$ cat src/rtl/aha_xgcd_perf_monitor_pkg.sv
// Shared definitions for the XGCD performance monitor.
// Contents: register map, STATUS/CTRL field positions, channel FSM states and the default counter width.
package aha_xgcd_perf_monitor_pkg;

    localparam int CNT_W_DEFAULT = 32;

    localparam logic [31:0] OFF_CTRL   = 32'h00;
    localparam logic [31:0] OFF_IRQ_EN = 32'h04;
    localparam logic [31:0] OFF_STATUS = 32'h08;
    localparam logic [31:0] OFF_STATE  = 32'h0C;
    localparam logic [31:0] OFF_LAST0  = 32'h10;
    localparam logic [31:0] OFF_MIN0   = 32'h14;
    localparam logic [31:0] OFF_MAX0   = 32'h18;
    localparam logic [31:0] OFF_COUNT0 = 32'h1C;
    localparam logic [31:0] OFF_LAST1  = 32'h20;
    localparam logic [31:0] OFF_MIN1   = 32'h24;
    localparam logic [31:0] OFF_MAX1   = 32'h28;
    localparam logic [31:0] OFF_COUNT1 = 32'h2C;

    localparam int CTRL_EN_LSB     = 0;
    localparam int CTRL_CLR_LSB    = 8;
    localparam int STATUS_DONE_LSB = 0;
    localparam int STATUS_INT_LSB  = 2;
    localparam int STATUS_ERR_LSB  = 4;
    localparam int STATUS_W        = 6;

    typedef enum logic {
        CH_IDLE = 1'b0,
        CH_RUN  = 1'b1
    } chanState_e;

endpackage

$ cat src/rtl/aha_xgcd_perf_monitor_channel.sv
// One XGCD channel: rising-edge detectors, IDLE/RUN latency FSM, saturating counter
// and the LAST/MIN/MAX/COUNT statistics for that channel.
module aha_xgcd_perf_monitor_channel
    import aha_xgcd_perf_monitor_pkg::*;
#(
    parameter int CNT_W = CNT_W_DEFAULT
) (
    input  logic             clk,
    input  logic             rst,
    input  logic             en_i,
    input  logic             clrStats_i,
    input  logic             start_i,
    input  logic             done_i,
    input  logic             int_i,
    output logic             running_o,
    output logic             doneEvt_o,
    output logic             intEvt_o,
    output logic             errEvt_o,
    output logic [CNT_W-1:0] last_o,
    output logic [CNT_W-1:0] min_o,
    output logic [CNT_W-1:0] max_o,
    output logic [31:0]      count_o
);

    chanState_e       state_q;
    logic [CNT_W-1:0] counter_q;
    logic [CNT_W-1:0] last_q;
    logic [CNT_W-1:0] min_q;
    logic [CNT_W-1:0] max_q;
    logic [31:0]      count_q;
    logic             startPrev_q;
    logic             donePrev_q;
    logic             intPrev_q;
    logic             startEdge;
    logic             doneEdge;

    assign startEdge = start_i & ~startPrev_q & en_i;
    assign doneEdge  = done_i & ~donePrev_q;
    assign intEvt_o  = int_i & ~intPrev_q;
    assign doneEvt_o = (state_q == CH_RUN) & doneEdge;
    assign errEvt_o  = (state_q == CH_RUN) ? (startEdge & ~doneEdge) : (doneEdge & ~startEdge);

    assign running_o = (state_q == CH_RUN);
    assign last_o    = last_q;
    assign min_o     = min_q;
    assign max_o     = max_q;
    assign count_o   = count_q;

    always_ff @(posedge clk or posedge rst) begin
        if (rst) begin
            startPrev_q <= 1'b0;
            donePrev_q  <= 1'b0;
            intPrev_q   <= 1'b0;
        end else begin
            startPrev_q <= start_i;
            donePrev_q  <= done_i;
            intPrev_q   <= int_i;
        end
    end

    // counter_q holds the cycles elapsed since the start edge, so on the done
    // edge it already equals the latency and can be latched directly.
    always_ff @(posedge clk or posedge rst) begin
        if (rst) begin
            state_q   <= CH_IDLE;
            counter_q <= '0;
            last_q    <= '0;
            min_q     <= '1;
            max_q     <= '0;
            count_q   <= '0;
        end else begin
            case (state_q)
                CH_IDLE: begin
                    if (startEdge) begin
                        state_q   <= CH_RUN;
                        counter_q <= CNT_W'(1);
                    end
                end
                CH_RUN: begin
                    if (doneEdge) begin
                        last_q  <= counter_q;
                        min_q   <= (counter_q < min_q) ? counter_q : min_q;
                        max_q   <= (counter_q > max_q) ? counter_q : max_q;
                        count_q <= count_q + 32'd1;
                        if (startEdge) begin
                            counter_q <= CNT_W'(1);
                        end else begin
                            state_q <= CH_IDLE;
                        end
                    end else if (startEdge) begin
                        counter_q <= CNT_W'(1);
                    end else if (counter_q != '1) begin
                        counter_q <= counter_q + 1'b1;
                    end
                end
                default: state_q <= CH_IDLE;
            endcase
            if (clrStats_i) begin
                last_q  <= '0;
                min_q   <= '1;
                max_q   <= '0;
                count_q <= '0;
            end
        end
    end

endmodule

$ cat src/rtl/aha_xgcd_perf_monitor.sv
// APB-slave latency monitor for the two XGCD channels, with STATUS/IRQ_EN
// registers aggregated into a single registered PERF_IRQ line.
module aha_xgcd_perf_monitor
    import aha_xgcd_perf_monitor_pkg::*;
#(
    parameter int CNT_W  = CNT_W_DEFAULT,
    parameter int ADDR_W = 12
) (
    input  logic              CLK,
    input  logic              RESET,
    input  logic              PSEL,
    input  logic              PENABLE,
    input  logic              PWRITE,
    input  logic [ADDR_W-1:0] PADDR,
    input  logic [31:0]       PWDATA,
    output logic [31:0]       PRDATA,
    output logic              PREADY,
    output logic              PSLVERR,
    input  logic              XGCD0_START,
    input  logic              XGCD1_START,
    input  logic              XGCD0_DONE,
    input  logic              XGCD1_DONE,
    input  logic              XGCD0_INT,
    input  logic              XGCD1_INT,
    output logic              PERF_IRQ
);

    logic                access;
    logic                wrEn;
    logic                mapped;
    logic                roHit;
    logic [31:0]         addrWord;
    logic [31:0]         rdata;
    logic [1:0]          en_q, en_d;
    logic [1:0]          clrStats;
    logic [STATUS_W-1:0] irqEn_q, irqEn_d;
    logic [STATUS_W-1:0] status_q, status_d;
    logic [STATUS_W-1:0] hwSet, w1c;
    logic                perfIrq_q;
    logic [1:0]          startLvl, doneLvl, intLvl;
    logic [1:0]          running, doneEvt, intEvt, errEvt;
    logic [CNT_W-1:0]    lastVal [2];
    logic [CNT_W-1:0]    minVal [2];
    logic [CNT_W-1:0]    maxVal [2];
    logic [31:0]         countVal [2];
    logic                unusedBits;

    assign startLvl = {XGCD1_START, XGCD0_START};
    assign doneLvl  = {XGCD1_DONE, XGCD0_DONE};
    assign intLvl   = {XGCD1_INT, XGCD0_INT};

    for (genvar g = 0; g < 2; g++) begin : gCh
        aha_xgcd_perf_monitor_channel #(.CNT_W(CNT_W)) uCh (
            .clk        (CLK),
            .rst        (RESET),
            .en_i       (en_q[g]),
            .clrStats_i (clrStats[g]),
            .start_i    (startLvl[g]),
            .done_i     (doneLvl[g]),
            .int_i      (intLvl[g]),
            .running_o  (running[g]),
            .doneEvt_o  (doneEvt[g]),
            .intEvt_o   (intEvt[g]),
            .errEvt_o   (errEvt[g]),
            .last_o     (lastVal[g]),
            .min_o      (minVal[g]),
            .max_o      (maxVal[g]),
            .count_o    (countVal[g])
        );
    end

    assign access   = PSEL & PENABLE;
    assign addrWord = 32'(PADDR) & ~32'h3;
    assign mapped   = (addrWord <= OFF_COUNT1);
    assign roHit    = (addrWord >= OFF_STATE);
    assign PSLVERR  = access & (~mapped | (PWRITE & roHit));
    assign wrEn     = access & PWRITE & ~PSLVERR;
    assign PREADY   = 1'b1;
    assign PRDATA   = access ? rdata : 32'h0;
    assign PERF_IRQ = perfIrq_q;
    assign hwSet    = {errEvt, intEvt, doneEvt};
    assign unusedBits = ^{PWDATA[31:10], PWDATA[7:6]};

    // A hardware set is ORed in after the W1C mask so it always survives a clear.
    always_comb begin
        en_d     = en_q;
        irqEn_d  = irqEn_q;
        clrStats = '0;
        w1c      = '0;
        if (wrEn) begin
            case (addrWord)
                OFF_CTRL: begin
                    en_d     = PWDATA[CTRL_EN_LSB +: 2];
                    clrStats = PWDATA[CTRL_CLR_LSB +: 2];
                end
                OFF_IRQ_EN: irqEn_d = PWDATA[STATUS_W-1:0];
                OFF_STATUS: w1c     = PWDATA[STATUS_W-1:0];
                default: ;
            endcase
        end
        status_d = (status_q & ~w1c) | hwSet;
    end

    always_comb begin
        rdata = 32'h0;
        case (addrWord)
            OFF_CTRL:   rdata = {30'h0, en_q};
            OFF_IRQ_EN: rdata = {{(32-STATUS_W){1'b0}}, irqEn_q};
            OFF_STATUS: rdata = {{(32-STATUS_W){1'b0}}, status_q};
            OFF_STATE:  rdata = {30'h0, running};
            OFF_LAST0:  rdata = 32'(lastVal[0]);
            OFF_MIN0:   rdata = 32'(minVal[0]);
            OFF_MAX0:   rdata = 32'(maxVal[0]);
            OFF_COUNT0: rdata = countVal[0];
            OFF_LAST1:  rdata = 32'(lastVal[1]);
            OFF_MIN1:   rdata = 32'(minVal[1]);
            OFF_MAX1:   rdata = 32'(maxVal[1]);
            OFF_COUNT1: rdata = countVal[1];
            default:    rdata = 32'h0;
        endcase
    end

    // PERF_IRQ is computed from next-state values so it rises together with the status bit.
    always_ff @(posedge CLK or posedge RESET) begin
        if (RESET) begin
            en_q      <= '0;
            irqEn_q   <= '0;
            status_q  <= '0;
            perfIrq_q <= 1'b0;
        end else begin
            en_q      <= en_d;
            irqEn_q   <= irqEn_d;
            status_q  <= status_d;
            perfIrq_q <= |(status_d & irqEn_d);
        end
    end

endmodule

$ cat config.mk
export PLATFORM = sky130hd
export DESIGN_NAME = aha_xgcd_perf_monitor
export DESIGN_NICKNAME = d
export VERILOG_FILES = /design/src/rtl/aha_xgcd_perf_monitor_pkg.sv /design/src/rtl/aha_xgcd_perf_monitor_channel.sv /design/src/rtl/aha_xgcd_perf_monitor.sv
export SDC_FILE = /design/constraint.sdc
export NUM_CORES = 1
export LEC_CHECK = 0
export BUFFER_PORTS_ARGS = -buffer_cell sky130_fd_sc_hd__buf_2
export CAP_MARGIN = 30
export CORE_AREA = 5 5 200 221
export CTS_BUF_LIST = sky130_fd_sc_hd__clkbuf_4 sky130_fd_sc_hd__clkbuf_8
export DETAILED_ROUTE_END_ITERATION = 7
export DIE_AREA = 0 0 205 226
export GPL_TIMING_DRIVEN = 0
export PLACE_DENSITY = 0.63
export SYNTH_ARGS = -nofsm -noshare
export SYNTH_HDL_FRONTEND = slang
export SYNTH_SLANG_ARGS = --single-unit
$ cat constraint.sdc
create_clock -name CLK -period 21.3 [get_ports CLK]
set_input_delay 5.325 -clock CLK [delete_from_list [all_inputs] [get_ports CLK]]
set_output_delay 5.325 -clock CLK [all_outputs]
set_load 0.1 [all_outputs]
==> impl_metrics.yaml <==
worst_setup_path:
  critical_path_class: "in -> out"
  crit_path_start_kind: "input pin"
  crit_path_end_kind: "output pin"
  required_ns: 15.98
  arrival_ns: 9.48
  path_max_fanout: 10
floorplan:
  rows: 79
  core_area_sq_um: 41800
  die_h_microns: 226
  start_util: 0.501
  num_io_pins: 90
  die_area_sq_um: 46300
  die_w_microns: 205
logic_synthesis:
  synth-compound-area-share: 0.149
  synth_edf_count: 0
  synth_top_family_by_area: "simple AND/OR/NAND/NOR gates"
  ys_types: 74
  synth-seq-area-share: 0.413
  synthAdderAreaFrac: 0.0776
  synth-seq-cells: 343
  syn_inst: 2379
  synth_top_flop_cell: "dfrtp_1"
  syn_area_per_cell_sq_um: 8.81
  synthXorXnorAreaFrac: 0.0443
  synthMuxAreaShare: 0.0446
  synthSimpleGateAreaFrac: 0.211
  synth_top_cell_area_share: 0.333
  netlist_top_cells_area: "dfrtp_1, dfstp_2, ha_1"
  async_reset_ff_frac: 1.00
  ys.warnings.count: 0
  synth.cell_area_sq_um: 21000
  yosysTopAreaCell: "dfrtp_1"
  synth_nets: 2564
power:
  switching_share: 0.238
  seqPwrFrac: 0.473
  combPwrFrac: 0.036
  clkPwrFrac: 0.492
  peakVddDrop_v: 0.0000515
  p_leak_nw: 9.77
  cellInternalPower_mw: 1.07
  powerDensity_nw_per_um2: 59.7
  switchingPower_uw: 332
routing:
  wl_met3_microns: 4580
  drtAntennaViolNets: 0
  top_layer: "met4"
  wl_met2_microns: 35100
  drtIter0Drc: 1503
  drt_wl_total_microns: 73600
  wl_met1_microns: 29000
  via_per_inst: 6.07
  vias: 18960
  route.detailed.drc: 0
  avgRoutedWirePerCell_microns: 23.5
  dr.pass1.iters: 8
timing:
  finalHoldViolations: 0
  finalSetupViolCount: 0
  slew-limit-headroom: 0.286
  whs_ns: 0.502
  fmax_mhz: 67.5
  fin_tns_setup_ns: 0
  fin_crit_sh: 0.695
  rsz0062_at_grt: "false"
  drv_slew: 0
  period_needed_ns: 14.81
  tightest_slew_ns: 1.06
  skew_ns: 0.0167
global_routing:
  grt_antenna_before_repair: 0
  grt_overflow: 0
  grtUsageTotal: 0.317
  grt_first_pass_wirelength_microns: 112000
  grt_pass1_vias: 19142
  grt_max_degree: 122
placed_design:
  gp_congestion: 0.991
  dp_hpwl_microns: 57900
  port_buffers: 62
  placed_cells: 3012
clock_network:
  h-tree-depth: 2
  postCtsHoldBufs: 0
  cts_resized: 0
  cts.clk_slew.worst_paths_ns: 0.06
  cts_root_buf: "clkbuf_8"
  clockBufferDepth: 3
  cts_made_buffers: 61
  cts_tree: "done"
  cts_sinks: 343
  cts_setup_buffers: 0
  clk_latency_ns: 0.67
final_layout:
  mostFrequentLayoutCell: "nand2_1"
  final_nets: 2693
  n_antenna_cell: 0
  drive_gt1_frac: 0.122
  finalNonFillerCells: 3126
  area_growth_pct: 11.9
  layout_common_cells: "nand2_1, dfrtp_1, inv_1"
hold_path:
  hold_class: "reg -> reg"
job:
  max-cap-violations: 0
status:
  outcome: "complete, no violations"
-- metrics by stage --
stage	cell area, sq um	total power, mW	worst slack (ns)	util
after floorplan	21000	0.701	6.57	-
after global placement	22000	0.720	2.34	0.526
after detailed placement	22100	0.723	6.90	0.528
after CTS	23500	1.41	6.90	0.561
after global routing	23500	1.44	6.60	0.561
final	23500	1.40	6.49	0.561
-- power groups by stage --
stage	clock network (mW)	logic, mW	registers [mW]
finish	0.688	0.0500	0.662
global route	0.727	0.0557	0.662
CTS	0.697	0.0504	0.661
detailed placement	0	0.0503	0.673
global placement	0	0.0470	0.673
floorplan	0	0.0307	0.670
-- path summary, 6_finish.rpt --
path / startpoint / end / slack (ns) / cells after the start
worst min register to register: status_q[0] / status_q[0] / 0.50 / 2
worst max-delay path: PADDR[5] / PRDATA[31] / 6.49 / 9
worst max register to register: gCh[0].uCh.min_o[13] / gCh[0].uCh.min_o[30] / 18.12 / 9
worst min-delay path: status_q[0] / status_q[0] / 0.50 / 2
max in group asynchronous: RESET / gCh[0].uCh.counter_q[21] / 15.27 / 4
min in group asynchronous: RESET / gCh[1].uCh.counter_q[1] / 4.60 / 2
-- flip-flops by register name, summed over array words and instances (netlist names) --
register	count
PERF_IRQ	1
gCh.uCh.last_o	64
en_q	2
irqEn_q	6
gCh.uCh.startPrev_q	2
gCh.uCh.min_o	64
gCh.uCh.intPrev_q	2
gCh.uCh.donePrev_q	2
gCh.uCh.counter_q	64
gCh.uCh.running_o	2
gCh.uCh.max_o	64
status_q	6
gCh.uCh.count_o	64
-- metal layers --
layer,vias up,track usage
met3,231,0.0415
met2,748,0.531
li1,8750,-
met4,0,0.185
met1,9231,0.394
met5,-,0
-- cell usage after synthesis, types with 33 or more instances --
library cell  count
nand2_1         364
nand3_1          97
xor2_1           38
xnor2_1          68
nand4_1          50
nor4_1           33
a22oi_1          73
nor3_1           95
nor2_1          146
clkbuf_1        120
inv_1           176
mux2i_1          80
dfrtp_1         279
o21ai_0          59
ha_1            130
a221oi_1         46
dfstp_2          64
a21oi_1         139
-- final cells by class --
class	count	area, sq um
fillers	3883	18300
clock buffers	106	1320
well taps	567	709
clock inverters	8	67.6
flip-flops and latches	343	8660
repair buffers	66	400
multi-input cells	1711	11100
inverters	176	668
plain buffers	149	588
-- logic make-up (layout without fill, tap and decap cells) --
kind of cell             after synthesis  in the layout
multiplexers                          91             91
buffers and inverters                325            505
AO/OA/AOI/OAI                        462            462
other                                  1              1
adder cells (fa/ha/maj)              130            130
XOR/XNOR                             106            106
flip-flops                           343            343
AND/OR/NAND/NOR                      921            921
-- critical path: stages --
cell and delay, ns:
buf_2 0.14, nor2b_1 0.12, clkbuf_1 0.53, nand3_1 0.44
nor3_1 0.93, clkbuf_1 0.69, a221oi_1 0.25, a21oi_1 0.52
buf_2 0.53
No activity file was read; power rests on OpenSTA's default activity.
